File: config.mk
export PLATFORM = sky130hd
export DESIGN_NAME = onehot_dispatch_decoder
export DESIGN_NICKNAME = d
export VERILOG_FILES = /design/src/rtl/onehot_dispatch_decoder_pkg.sv /design/src/rtl/onehot_dispatch_decoder_code_fifo.sv /design/src/rtl/onehot_dispatch_decoder.sv
export SDC_FILE = /design/constraint.sdc
export NUM_CORES = 1
export LEC_CHECK = 0
export CORE_MARGIN = 3
export CORE_UTILIZATION = 46
export CTS_CLUSTER_SIZE = 30
export DETAILED_ROUTE_END_ITERATION = 16
export PLACE_DENSITY = 0.73
export REMOVE_ABC_BUFFERS = 1
export SLEW_MARGIN = 10
export SYNTH_ARGS = -nofsm -noshare
export SYNTH_HDL_FRONTEND = slang
export SYNTH_SLANG_ARGS = --single-unit
File: constraint.sdc
create_clock -name clk -period 2.4 [get_ports clk]
set_clock_uncertainty 0.05 [all_clocks]
set_input_delay 0.48 -clock clk [delete_from_list [all_inputs] [get_ports clk]]
set_output_delay 0.48 -clock clk [all_outputs]
set_load 0.01 [all_outputs]
File: src/rtl/onehot_dispatch_decoder_pkg.sv
// Shared definitions for the one-hot dispatch decoder: default widths,
// the dispatch FSM state type and the index-to-one-hot decode helper.
package onehot_pkg;

  localparam int IDX_W_DEF = 3;
  localparam int OUT_W_DEF = 8;

  typedef enum logic [0:0] {
    ST_IDLE  = 1'b0,
    ST_DRIVE = 1'b1
  } state_t;

  // Decode a binary channel index into a one-hot channel select word.
  function automatic logic [OUT_W_DEF-1:0] idx_to_onehot(input logic [IDX_W_DEF-1:0] idx);
    logic [OUT_W_DEF-1:0] oh;
    oh      = {OUT_W_DEF{1'b0}};
    oh[idx] = 1'b1;
    return oh;
  endfunction

endpackage

File: src/rtl/onehot_dispatch_decoder_code_fifo.sv
// Small synchronous FIFO holding pending request indices. Storage is
// registered; the head entry is presented combinationally from storage.
// A push into a full FIFO is refused even if a pop happens on the same edge.
module code_fifo
  import onehot_pkg::*;
#(
  parameter int W     = 3,
  parameter int DEPTH = 4,
  parameter int CNT_W = $clog2(DEPTH + 1)
) (
  input  logic             clk,
  input  logic             rst_n,
  input  logic             clr,
  input  logic             push,
  input  logic             pop,
  input  logic [W-1:0]     din,
  output logic [W-1:0]     dout,
  output logic             full,
  output logic             empty,
  output logic [CNT_W-1:0] level
);

  localparam int PTR_W = (DEPTH > 1) ? $clog2(DEPTH) : 1;

  logic [W-1:0]     r_mem [DEPTH];
  logic [PTR_W-1:0] r_wr_ptr;
  logic [PTR_W-1:0] r_rd_ptr;
  logic [CNT_W-1:0] r_level;
  logic             w_do_push;
  logic             w_do_pop;

  assign full      = (r_level == CNT_W'(DEPTH));
  assign empty     = (r_level == CNT_W'(0));
  assign level     = r_level;
  assign dout      = r_mem[r_rd_ptr];
  assign w_do_push = push && !full;
  assign w_do_pop  = pop && !empty;

  // Pointer and occupancy bookkeeping; reset and flush empty the FIFO.
  always_ff @(posedge clk) begin
    if (!rst_n) begin
      r_wr_ptr <= PTR_W'(0);
      r_rd_ptr <= PTR_W'(0);
      r_level  <= CNT_W'(0);
    end else if (clr) begin
      r_wr_ptr <= PTR_W'(0);
      r_rd_ptr <= PTR_W'(0);
      r_level  <= CNT_W'(0);
    end else begin
      if (w_do_push) begin
        r_wr_ptr <= r_wr_ptr + PTR_W'(1);
      end
      if (w_do_pop) begin
        r_rd_ptr <= r_rd_ptr + PTR_W'(1);
      end
      case ({w_do_push, w_do_pop})
        2'b10:   r_level <= r_level + CNT_W'(1);
        2'b01:   r_level <= r_level - CNT_W'(1);
        default: r_level <= r_level;
      endcase
    end
  end

  // Entry storage; written only on an accepted push outside reset/flush.
  always_ff @(posedge clk) begin
    if (rst_n && !clr && w_do_push) begin
      r_mem[r_wr_ptr] <= din;
    end
  end

endmodule

File: src/rtl/onehot_dispatch_decoder.sv
// One-hot dispatch decoder: buffers binary channel indices and replays each
// one as a registered one-hot word, held for at least HOLD cycles and until
// the downstream acknowledges. Consecutive words go out back-to-back.
module onehot_dispatch_decoder
  import onehot_pkg::*;
#(
  parameter  int IDX_W = 3,
  parameter  int DEPTH = 4,
  parameter  int HOLD  = 2,
  localparam int OUT_W = 1 << IDX_W,
  localparam int CNT_W = $clog2(DEPTH + 1)
) (
  input  logic             clk,
  input  logic             rst_n,
  input  logic             clr,
  input  logic [IDX_W-1:0] code_in,
  input  logic             code_valid,
  output logic             code_ready,
  output logic [OUT_W-1:0] y,
  output logic             v,
  input  logic             y_ready,
  output logic [CNT_W-1:0] level
);

  localparam int HOLD_W = $clog2(HOLD + 1);
  localparam logic [HOLD_W-1:0] HOLD_MAX = HOLD_W'(HOLD);

  state_t             r_state;
  logic [OUT_W-1:0]   r_y;
  logic               r_v;
  logic [HOLD_W-1:0]  r_hold;

  state_t             w_nxt_state;
  logic [OUT_W-1:0]   w_nxt_y;
  logic               w_nxt_v;
  logic [HOLD_W-1:0]  w_nxt_hold;
  logic               w_pop;
  logic               w_push;
  logic               w_release;
  logic [IDX_W-1:0]   w_head;
  logic [OUT_W-1:0]   w_head_oh;
  logic               w_full;
  logic               w_empty;
  logic [CNT_W-1:0]   w_level;

  assign code_ready = !w_full;
  assign w_push     = code_valid && !w_full;
  assign y          = r_y;
  assign v          = r_v;
  assign level      = w_level;

  code_fifo #(
    .W     (IDX_W),
    .DEPTH (DEPTH),
    .CNT_W (CNT_W)
  ) u_fifo (
    .clk   (clk),
    .rst_n (rst_n),
    .clr   (clr),
    .push  (w_push),
    .pop   (w_pop),
    .din   (code_in),
    .dout  (w_head),
    .full  (w_full),
    .empty (w_empty),
    .level (w_level)
  );

  generate
    if (IDX_W == IDX_W_DEF) begin : g_pkg_decode
      assign w_head_oh = idx_to_onehot(w_head);
    end else begin : g_shift_decode
      assign w_head_oh = OUT_W'(1) << w_head;
    end
  endgenerate

  // Next-state, pop request and next output word for the dispatch FSM.
  always_comb begin
    w_nxt_state = r_state;
    w_nxt_y     = r_y;
    w_nxt_v     = r_v;
    w_nxt_hold  = r_hold;
    w_pop       = 1'b0;
    w_release   = y_ready && (r_hold >= HOLD_MAX);
    case (r_state)
      ST_IDLE: begin
        if (!w_empty) begin
          w_pop       = 1'b1;
          w_nxt_y     = w_head_oh;
          w_nxt_v     = 1'b1;
          w_nxt_hold  = HOLD_W'(1);
          w_nxt_state = ST_DRIVE;
        end else begin
          w_nxt_y     = {OUT_W{1'b0}};
          w_nxt_v     = 1'b0;
          w_nxt_hold  = HOLD_W'(0);
        end
      end
      ST_DRIVE: begin
        if (w_release) begin
          if (!w_empty) begin
            w_pop       = 1'b1;
            w_nxt_y     = w_head_oh;
            w_nxt_v     = 1'b1;
            w_nxt_hold  = HOLD_W'(1);
          end else begin
            w_nxt_y     = {OUT_W{1'b0}};
            w_nxt_v     = 1'b0;
            w_nxt_hold  = HOLD_W'(0);
            w_nxt_state = ST_IDLE;
          end
        end else if (r_hold < HOLD_MAX) begin
          w_nxt_hold = r_hold + HOLD_W'(1);
        end else begin
          w_nxt_hold = r_hold;
        end
      end
      default: begin
        w_nxt_y     = {OUT_W{1'b0}};
        w_nxt_v     = 1'b0;
        w_nxt_hold  = HOLD_W'(0);
        w_nxt_state = ST_IDLE;
      end
    endcase
  end

  // FSM state and output registers; reset dominates flush, flush dominates updates.
  always_ff @(posedge clk) begin
    if (!rst_n) begin
      r_state <= ST_IDLE;
      r_y     <= {OUT_W{1'b0}};
      r_v     <= 1'b0;
      r_hold  <= HOLD_W'(0);
    end else if (clr) begin
      r_state <= ST_IDLE;
      r_y     <= {OUT_W{1'b0}};
      r_v     <= 1'b0;
      r_hold  <= HOLD_W'(0);
    end else begin
      r_state <= w_nxt_state;
      r_y     <= w_nxt_y;
      r_v     <= w_nxt_v;
      r_hold  <= w_nxt_hold;
    end
  end

endmodule
==> results.toml <==
[global_routing]
grt_overflow = 0
grt_pass1_wl_microns = 3770
grt_max_degree = 11
grt_pass1_vias = 816
antenna_found_initial = 0
grt_usage_pct = 15.0

[cells_and_area]
syn_to_final_growth_pct = 25.3
finalCoreUtilization_pct = 64.0
multi_input_area_sq_um = 517
fillCellCount = 215
drive_gt1_share_pct = 14.0
stdcell_count = 173
nets = 157
ff_latch_area_sq_um = 781
n_antenna_cell = 0

[setup_path]
critPathLaunchType = "flip-flop"
cp.arrival_ns = 2.47
path_class = "reg -> reg"
crit_fanout = 5
cp.required_ns = 2.60
endpoint_kind = "flip-flop"

[floorplan]
die-height_microns = 59.9
die-area_sq_um = 3580
io_pins = 21
start_util_pct = 51.1
rows = 18
coreArea_sq_um = 2610
dieWidth_microns = 59.9

[clock_tree]
cts_resized = 0
clk_latency_ns = 0.32
cts_setup_buffers = 0
cts_max_level = 2
path_clk_slew_ns = 0.10
clock_path_buffers = 2
cts_buffers = 5
hold_buffers = 0
clockRootBuffer = "clkbuf_4"
cts_tree = "yes"
cts_sinks = 33

[synthesis]
synth_cells = 109
synth_ff_type = "dfxtp_1"
synth_area_sq_um = 1340
seq_area_frac_synth_pct = 58.5
yosys.cell_types.count = 32
avgSynthCellArea_sq_um = 12.2
yosysWarnings = 0
synth_edf_count = 12
ys_async_sr_fraction_pct = 0
ys_ff_latch = 33

[pwr]
leakage_nw = 0.604
pwr-share-clk_pct = 27.7
p_sw_uw = 259
switching_share_pct = 25.0
power_density_nw_per_um2 = 620
irDropWorstVdd_uv = 453
p_seq_share_pct = 58.4
comb_power_share_pct = 13.9
power.total_mw = 1.04
p_int_uw = 778

[sta]
min_period_over_period_pct = 94.3
setup_viol_count_final = 0
max_freq_ghz = 0.442
slew_headroom_pct = 73.7
period_needed_ns = 2.26
rsz0062_at_grt = "no"
hold_violations = 0
slew_violations = 0
tightest_slew_ns = 0.392

[placement]
port_buffers = 20
place.gp.congestion = 0.775
post-dp-hpwl_microns = 1740
placed_cells = 165

[worst_hold_path]
worstHoldPathType = "reg -> reg"

[routing]
first_pass_iters = 4
dr_total_vias = 892
drt-initial-drc-count = 16
routed_wl_microns = 2240
wl_per_cell_microns = 12.9
ant_nets = 0
drc = 0
vias_per_cell = 5.16

[job]
cap_viol_max_count = 0

[status]
status = "finished, final reports clean"
==> layout make-up <==
type | instances | area share [%]
inverter | 9 | 2.02
sequential | 33 | 46.7
timing repair buffer | 27 | 15.1
clock buffer | 6 | 2.47
multi-input combinational | 66 | 30.9
clock inverter | 2 | 0.598
tap | 30 | 2.24
==> final timing paths <==
| kind | startpoint | end | slack [ns] | depth (start not counted) |
|---|---|---|---|---|
| setup / recovery | u_fifo.level[1] | u_fifo.level[2] | 0.14 | 8 |
| setup reg to reg | u_fifo.level[1] | u_fifo.level[2] | 0.14 | 8 |
| hold / removal | y[7] | y[7] | 0.42 | 1 |
| hold reg to reg | y[7] | y[7] | 0.42 | 1 |
==> logic make-up (layout without fill, tap and decap cells) <==
| logic type | Yosys count | count (layout) | synth area share [%] |
|---|---|---|---|
| adders and majority gates | 7 | 7 | 7.12 |
| and+or+nand+nor | 32 | 32 | 12.3 |
| muxes | 3 | 3 | 5.62 |
| buffers and inverters | 10 | 44 | 2.81 |
| AOI/OAI and AO/OA | 19 | 19 | 10.4 |
| xor gates and xnor gates | 5 | 5 | 3.28 |
| DFF | 33 | 33 | 58.5 |
==> metal layers <==
metal,vias up,GRT usage (%),share of wire [%]
li1,457,-,-
met1,413,18.7,46
met2,20,22.1,47
met3,2,5.83,5.6
met4,0,8.54,1.3
met5,-,0,0
==> placed cells by master, fill, tap and decap left out, types with 2 or more instances in the layout <==
cell type and count:
a21oi_1 5, a32o_1 3, and2_1 4, buf_4 7, clkbuf_4 5, clkdlybuf4s50_1 20
clkinv_2 2, dfxtp_1 21, edfxtp_1 12, ha_1 6, inv_1 9, mux4_1 2
nand2_1 5, nand3_1 2, nand4_1 2, nor2_1 11, nor2b_1 2, nor3_1 2
o2bb2ai_1 2, o31ai_1 2, xnor2_1 3, xor2_1 2
==> per-stage QoR <==
stage               worst slack, ns  cell area, sq um  TNS (ns)  hold slack (ns)
detailed placement           -0.123              1620    -0.123            0.403
global placement            -0.0858              1620   -0.0858            0.394
global route                 0.0247              1670         0            0.439
CTS                           0.128              1670         0            0.425
floorplan                    0.0486              1330         0            0.419
finish                        0.136              1670         0            0.419
==> sequential cells by signal, summed over array words and instances, names as in the netlist, named ones only <==
name / cells
u_fifo.r_mem: 12
y: 8
u_fifo.level: 3
r_hold: 2
u_fifo.r_rd_ptr: 2
u_fifo.r_wr_ptr: 2
r_state: 1
v: 1
==> power by group through the flow <==
| stage | combinational, mW | sequential [mW] | clock (mW) |
|---|---|---|---|
| 4_1_cts | 0.145 | 0.606 | 0.298 |
| 6_report | 0.144 | 0.606 | 0.288 |
| 3_3_place_gp | 0.141 | 0.618 | 0 |
| 5_1_grt | 0.160 | 0.608 | 0.330 |
| 3_5_place_dp | 0.144 | 0.619 | 0 |
| 2_1_floorplan | 0.0794 | 0.622 | 0 |
==> Yosys cell counts (2+ instances only) <==
| cell | n | share of area, % |
|---|---|---|
| dfxtp_1 | 21 | 31 |
| edfxtp_1 | 12 | 27 |
| nor2_1 | 11 | 3.1 |
| inv_1 | 9 | 2.5 |
| ha_1 | 6 | 5.6 |
| a21oi_1 | 5 | 1.9 |
| nand2_1 | 5 | 1.4 |
| and2_1 | 4 | 1.9 |
| a32o_1 | 3 | 2.2 |
| xnor2_1 | 3 | 2.0 |
| mux4_1 | 2 | 3.9 |
| nand3_1 | 2 | 0.75 |
| nand4_1 | 2 | 0.94 |
| nor2b_1 | 2 | 0.94 |
| nor3_1 | 2 | 0.75 |
| o2bb2ai_1 | 2 | 1.3 |
| o31ai_1 | 2 | 1.1 |
| xor2_1 | 2 | 1.3 |
==> critical path: stages (launching register included) <==
cell and delay [ns]:
dfxtp_1 0.35, or3b_2 0.48, nand2_1 0.13, ha_1 0.17, inv_1 0.05, fa_1 0.37, xor2_1 0.15, or3_1 0.31
a21oi_1 0.14
(Power assumes the default switching activity.)
